==> config.mk <==
export PLATFORM = sky130hd
export DESIGN_NAME = wb_memory_responder
export DESIGN_NICKNAME = d
export VERILOG_FILES = /design/src/rtl/wb_memory_responder.sv
export SDC_FILE = /design/constraint.sdc
export NUM_CORES = 1
export LEC_CHECK = 0
export BUFFER_PORTS_ARGS = -buffer_cell sky130_fd_sc_hd__clkbuf_2
export CAP_MARGIN = 20
export CORE_AREA = 3 3 240 242
export DETAILED_ROUTE_END_ITERATION = 16
export DIE_AREA = 0 0 243 245
export REMOVE_ABC_BUFFERS = 1
export SKIP_CTS_REPAIR_TIMING = 1
export SLEW_MARGIN = 20
export SYNTH_ARGS = -nofsm -noshare
export SYNTH_HDL_FRONTEND = slang
export SYNTH_SLANG_ARGS = --single-unit
==> constraint.sdc <==
create_clock -name clk -period 7.2 [get_ports clk]
set_input_delay 0.72 -clock clk [delete_from_list [all_inputs] [get_ports clk]]
set_output_delay 0.72 -clock clk [all_outputs]
set_load 0.03 [all_outputs]
==> src/rtl/wb_memory_responder.sv <==
// Write-back memory responder: collects one cache line from the write-back
// buffer, writes it word by word to main memory, then acknowledges the line.
module wb_memory_responder #(
  parameter int unsigned DATA_WIDTH    = 32,
  parameter int unsigned BLOCK_SIZE    = 32,
  parameter int unsigned ADDRESS_WIDTH = 32,
  parameter int unsigned COUNTER_WIDTH = 8
) (
  input  logic                     clk,
  input  logic                     rst_n,
  input  logic                     wb_ready_to_send,
  input  logic [DATA_WIDTH-1:0]    wb_data,
  input  logic [ADDRESS_WIDTH-1:0] wb_address,
  output logic                     wb_accept,
  output logic                     wb_ack,
  output logic                     wb_err,
  output logic                     mem_we,
  output logic [ADDRESS_WIDTH-1:0] mem_addr,
  output logic [DATA_WIDTH-1:0]    mem_wdata,
  input  logic                     mem_ready
);

  localparam int unsigned WORDS = BLOCK_SIZE * 8 / DATA_WIDTH;
  localparam int unsigned BYTES = DATA_WIDTH / 8;
  localparam int unsigned IDX_W = (WORDS > 1) ? $clog2(WORDS) : 1;

  localparam logic [IDX_W-1:0]         LAST_IDX  = IDX_W'(WORDS - 1);
  localparam logic [ADDRESS_WIDTH-1:0] OFF_MASK  = ADDRESS_WIDTH'(BLOCK_SIZE - 1);
  // Counter value one short of all-ones: the stalled edge seen at this value
  // is the one on which the counter reaches its limit.
  localparam logic [COUNTER_WIDTH-1:0] STALL_LIM = {{(COUNTER_WIDTH-1){1'b1}}, 1'b0};

  typedef enum logic [1:0] {
    S_IDLE    = 2'd0,
    S_COLLECT = 2'd1,
    S_WRITE   = 2'd2,
    S_ACK     = 2'd3
  } state_t;

  state_t                     state_q;
  logic [IDX_W-1:0]           idx_q;
  logic [COUNTER_WIDTH-1:0]   stall_q;
  logic [ADDRESS_WIDTH-1:0]   base_q;
  logic                       accept_q;
  logic                       ack_q;
  logic                       err_q;
  logic                       we_q;
  logic [ADDRESS_WIDTH-1:0]   addr_q;
  logic [DATA_WIDTH-1:0]      wdata_q;
  logic [DATA_WIDTH-1:0]      words_q [WORDS];

  logic                       capture_c;
  logic [IDX_W-1:0]           idx_inc_c;
  logic [IDX_W-1:0]           wr_idx_c;
  logic [ADDRESS_WIDTH-1:0]   base_d;

  // Byte address of word idx within the line starting at base (wraps).
  function automatic logic [ADDRESS_WIDTH-1:0] word_addr(
    input logic [ADDRESS_WIDTH-1:0] base,
    input logic [IDX_W-1:0]         idx
  );
    return base + ADDRESS_WIDTH'(idx) * ADDRESS_WIDTH'(BYTES);
  endfunction

  assign capture_c = accept_q & wb_ready_to_send;
  assign idx_inc_c = idx_q + IDX_W'(1);
  assign wr_idx_c  = (state_q == S_IDLE) ? '0 : idx_q;
  assign base_d    = wb_address & ~OFF_MASK;

  assign wb_accept = accept_q;
  assign wb_ack    = ack_q;
  assign wb_err    = err_q;
  assign mem_we    = we_q;
  assign mem_addr  = addr_q;
  assign mem_wdata = wdata_q;

  // Line buffer: store each captured word at its slot (no reset needed).
  always_ff @(posedge clk) begin
    if (capture_c) begin
      words_q[wr_idx_c] <= wb_data;
    end
  end

  // Control FSM with registered handshake and memory-side outputs.
  always_ff @(posedge clk) begin
    if (!rst_n) begin
      state_q  <= S_IDLE;
      idx_q    <= '0;
      stall_q  <= '0;
      base_q   <= '0;
      accept_q <= 1'b1;
      ack_q    <= 1'b0;
      err_q    <= 1'b0;
      we_q     <= 1'b0;
      addr_q   <= '0;
      wdata_q  <= '0;
    end else begin
      ack_q <= 1'b0;
      err_q <= 1'b0;
      case (state_q)
        S_IDLE: begin
          if (capture_c) begin
            base_q  <= base_d;
            stall_q <= '0;
            if (LAST_IDX == '0) begin
              state_q  <= S_WRITE;
              idx_q    <= '0;
              accept_q <= 1'b0;
              we_q     <= 1'b1;
              addr_q   <= base_d;
              wdata_q  <= wb_data;
            end else begin
              state_q <= S_COLLECT;
              idx_q   <= IDX_W'(1);
            end
          end
        end
        S_COLLECT: begin
          if (capture_c) begin
            stall_q <= '0;
            if (idx_q == LAST_IDX) begin
              state_q  <= S_WRITE;
              idx_q    <= '0;
              accept_q <= 1'b0;
              we_q     <= 1'b1;
              addr_q   <= base_q;
              wdata_q  <= words_q[0];
            end else begin
              idx_q <= idx_inc_c;
            end
          end else if (stall_q == STALL_LIM) begin
            // Writer went quiet for too long: drop the partial line.
            state_q <= S_IDLE;
            idx_q   <= '0;
            stall_q <= '0;
            err_q   <= 1'b1;
          end else begin
            stall_q <= stall_q + COUNTER_WIDTH'(1);
          end
        end
        S_WRITE: begin
          if (mem_ready) begin
            if (idx_q == LAST_IDX) begin
              state_q <= S_ACK;
              idx_q   <= '0;
              we_q    <= 1'b0;
              ack_q   <= 1'b1;
            end else begin
              idx_q   <= idx_inc_c;
              addr_q  <= word_addr(base_q, idx_inc_c);
              wdata_q <= words_q[idx_inc_c];
            end
          end
        end
        S_ACK: begin
          state_q  <= S_IDLE;
          accept_q <= 1'b1;
        end
        default: begin
          state_q  <= S_IDLE;
          accept_q <= 1'b1;
          we_q     <= 1'b0;
        end
      endcase
    end
  end

endmodule

==> results.sh <==
export IMPL_fillers=5632
export IMPL_power_leakage_nw=5.54
export IMPL_grt_pass1_wl_um=52000
export IMPL_synth_most_common_cell="edfxtp_1"
export IMPL_fp_row_count=86
export IMPL_die_y_um=245
export IMPL_postLayoutCellArea_um2=16500
export IMPL_ctsLongestPathBuffers=3
export IMPL_die_w_um=243
export IMPL_skew_ns=0.0338
export IMPL_root_buffer="clkbuf_16"
export IMPL_synth_area_per_cell_um2=14.0
export IMPL_yosys_register_bits=362
export IMPL_finalHoldViolCount=0
export IMPL_ys_dominant_reg_cell="edfxtp_1"
export IMPL_cts_buffers=38
export IMPL_place_congestion=0.722
export IMPL_cp_end_kind="flip-flop"
export IMPL_min_path_cells=3
export IMPL_synthTopCellsByCount="256 x edfxtp_1, 126 x nand2_1, 109 x a21oi_1"
export IMPL_r2r_slack_ns=3.90
export IMPL_async_flop_share_pct=0
export IMPL_ys_top_cells_by_area="edfxtp_1 56%, dfxtp_1 15%, mux2i_1 5.3%"
export IMPL_clock_fmax_mhz=303
export IMPL_h_tree_depth=2
export IMPL_final_util_pct=29.9
export IMPL_synth_cells=986
export IMPL_status="finished, final reports clean"
export IMPL_irDropWorstVdd_mv=0.180
export IMPL_slew_headroom_pct=25.9
export IMPL_hold_path_end="base_q[28]"
export IMPL_cts_tree="done"
export IMPL_drive_gt1_share_pct=24.8
export IMPL_worst_setup_path_type="reg -> reg"
export IMPL_grt_antenna_before_repair=3
export IMPL_use_met2_pct=20.0
export IMPL_fin_hold_ws_ns=0.395
export IMPL_initial_core_util_pct=25.0
export IMPL_dp_hpwl_um=18900
export IMPL_syn_to_final_growth_pct=19.4
export IMPL_r2r_start="idx_q[0]"
export IMPL_drt_wl_total_um=34700
export IMPL_routed_via_count=8422
export IMPL_synth_top_cell_area_share_pct=55.6
export IMPL_netlist_area_um2=13800
export IMPL_rsz0062_at_grt="false"
export IMPL_cp_arrival_ns=3.75
export IMPL_io_pins=136
export IMPL_insertion_delay_ns=0.55
export IMPL_synth_top_area_cell="edfxtp_1"
export IMPL_setup_viol=0
export IMPL_dpl_instance_area_um2=15300
export IMPL_grt_overflow=0
export IMPL_cap_viol_max_count=0
export IMPL_yosys_warnings=0
export IMPL_period_share_pct=45.9
export IMPL_rr_worst_depth=5
export IMPL_report_final_slew_viol_count=0
export IMPL_use_met1_pct=13.9
export IMPL_setup_tns_ns=0
export IMPL_clkTransAtPathRegs_ns=0.06
export IMPL_numPortBuffers=128
export IMPL_cp_max_fo=59
export IMPL_grt_pass1_vias=8553
export IMPL_core_area_um2=55300
export IMPL_r2r_end="mem_wdata[22]"
export IMPL_first_pass_iters=5
export IMPL_grt_use_met3_pct=2.64
export IMPL_power_density_nw_per_um2=288
export IMPL_grt_busiest_layer="met2"
export IMPL_ys_seq_area_share_pct=71.0
export IMPL_routedWlPerCell_um=18.4
export IMPL_synth_edf_count=256
export IMPL_cp_required_ns=7.64
export IMPL_ys_types=55
export IMPL_grt_use_total_pct=11.4
export IMPL_min_path_type="in -> reg"
export IMPL_drcViolationCount=0
export IMPL_nets=1186
export IMPL_fp_dieArea_um2=59500
export IMPL_tightest_slew_ns=1.11
export IMPL_cts_sinks=362
export IMPL_start_kind="flip-flop"
export IMPL_grt_max_degree=60
export IMPL_crit_start="idx_q[0]"
export IMPL_postRouteAntennaNets=0
export IMPL_viasPerCell=4.46
export IMPL_hold_start="wb_address[28]"
export IMPL_drt_iter0_drc=503
export IMPL_period_minus_slack_ns=3.30
## per-stage QoR
| stage | setup slack [ns] | power [mW] | cells |
|---|---|---|---|
| after global routing | 3.66 | 4.95 | 1888 |
| after CTS | 3.77 | 4.83 | 1887 |
| final | 3.90 | 4.76 | 1889 |
| after detailed placement | 3.82 | 2.92 | 1817 |
| after floorplan | 1.02 | 2.76 | 923 |
| after global placement | 3.86 | 2.90 | 1817 |
## cells by family (layout without fill, tap and decap cells)
family | after synthesis | after routing | synth area share, %
adder cells (fa/ha/maj) | 8 | 8 | 0.724
multiplexers | 100 | 100 | 7.48
XOR/XNOR | 6 | 6 | 0.380
AND/OR/NAND/NOR | 192 | 192 | 6.05
other | 1 | 3 | 0.0271
flip-flops | 362 | 362 | 71.0
buffers and inverters | 73 | 226 | 2.83
AO/OA/AOI/OAI | 244 | 244 | 11.5
## layout by cell type, fill, tap and decap left out, types with 4 or more instances in the layout
cell | synthesis | final
a21oi_1 | 109 | 109
dfxtp_1 | 106 | 105
clkbuf_2 | 0 | 128
clkinv_2 | 0 | 12
ha_1 | 8 | 7
edfxtp_1 | 256 | 256
inv_1 | 8 | 8
or3_1 | 4 | 4
clkbuf_1 | 22 | 7
mux2i_1 | 73 | 73
a31oi_1 | 5 | 5
nand2b_1 | 7 | 7
o21ai_0 | 35 | 35
o22ai_1 | 23 | 23
a221oi_1 | 22 | 22
a21oi_2 | 10 | 10
mux2_2 | 27 | 27
o22ai_2 | 10 | 10
clkinv_4 | 0 | 4
nand2_1 | 126 | 126
nor2_4 | 1 | 5
clkbuf_16 | 0 | 38
a221oi_2 | 5 | 5
buf_4 | 11 | 18
clkbuf_8 | 0 | 4
nor2_1 | 21 | 17
nand3_1 | 9 | 9
## layout make-up
| type | instances | area [um2] | area share [%] |
|---|---|---|---|
| Tap cell | 748 | 936 | 5.67 |
| Clock buffer | 49 | 1030 | 6.25 |
| Sequential cell | 362 | 9810 | 59.4 |
| Antenna cell | 1 | 2.50 | 0.0152 |
| Timing Repair Buffer | 147 | 791 | 4.79 |
| Inverter | 9 | 33.8 | 0.205 |
| Multi-Input combinational cell | 552 | 3720 | 22.5 |
| Clock inverter | 21 | 189 | 1.14 |
## metal layers
layer | part of all wire, % | vias to the layer above | routed length (um)
met5 | 0.055 | - | 19
met2 | 49 | 207 | 17100
li1 | - | 3961 | -
met3 | 5.7 | 65 | 1990
met1 | 43 | 4187 | 14800
met4 | 2.5 | 2 | 862
## power by group
group          total [mW]  internal [mW]  leakage (nW)  switching [mW]
Sequential           2.33           2.29          3.18          0.0433
Clock                1.89           1.07         0.610           0.827
Combinational       0.533          0.210          1.74           0.323
Total                4.76           3.57          5.54            1.19
## critical path, cell delays in order (launching register included)
cell and delay (ns):
dfxtp_4 0.58, buf_4 0.86, nand2b_1 0.33, nor2_4 0.91
a221oi_1 0.27, a21oi_1 0.18
## registers in the layout (all words and copies together), names as in the netlist, named ones only
register and count:
wb_ack 1, mem_addr 30, wb_accept 1, idx_q 3, words_q 256, base_q 27, mem_wdata 32, state_q 1
wb_err 1, stall_q 8, mem_we 1
## worst max path at each step
stage | cells past startpoint | slack, ns | end
global placement | 5 | 3.86 | mem_wdata[22]
detailed placement | 5 | 3.82 | mem_wdata[22]
global route | 5 | 3.66 | mem_wdata[24]
finish | 5 | 3.90 | mem_wdata[22]
floorplan | 2 | 1.02 | words_q[5][0]
CTS | 5 | 3.77 | mem_wdata[22]
Note: power is estimated with default switching activity, not from simulation.
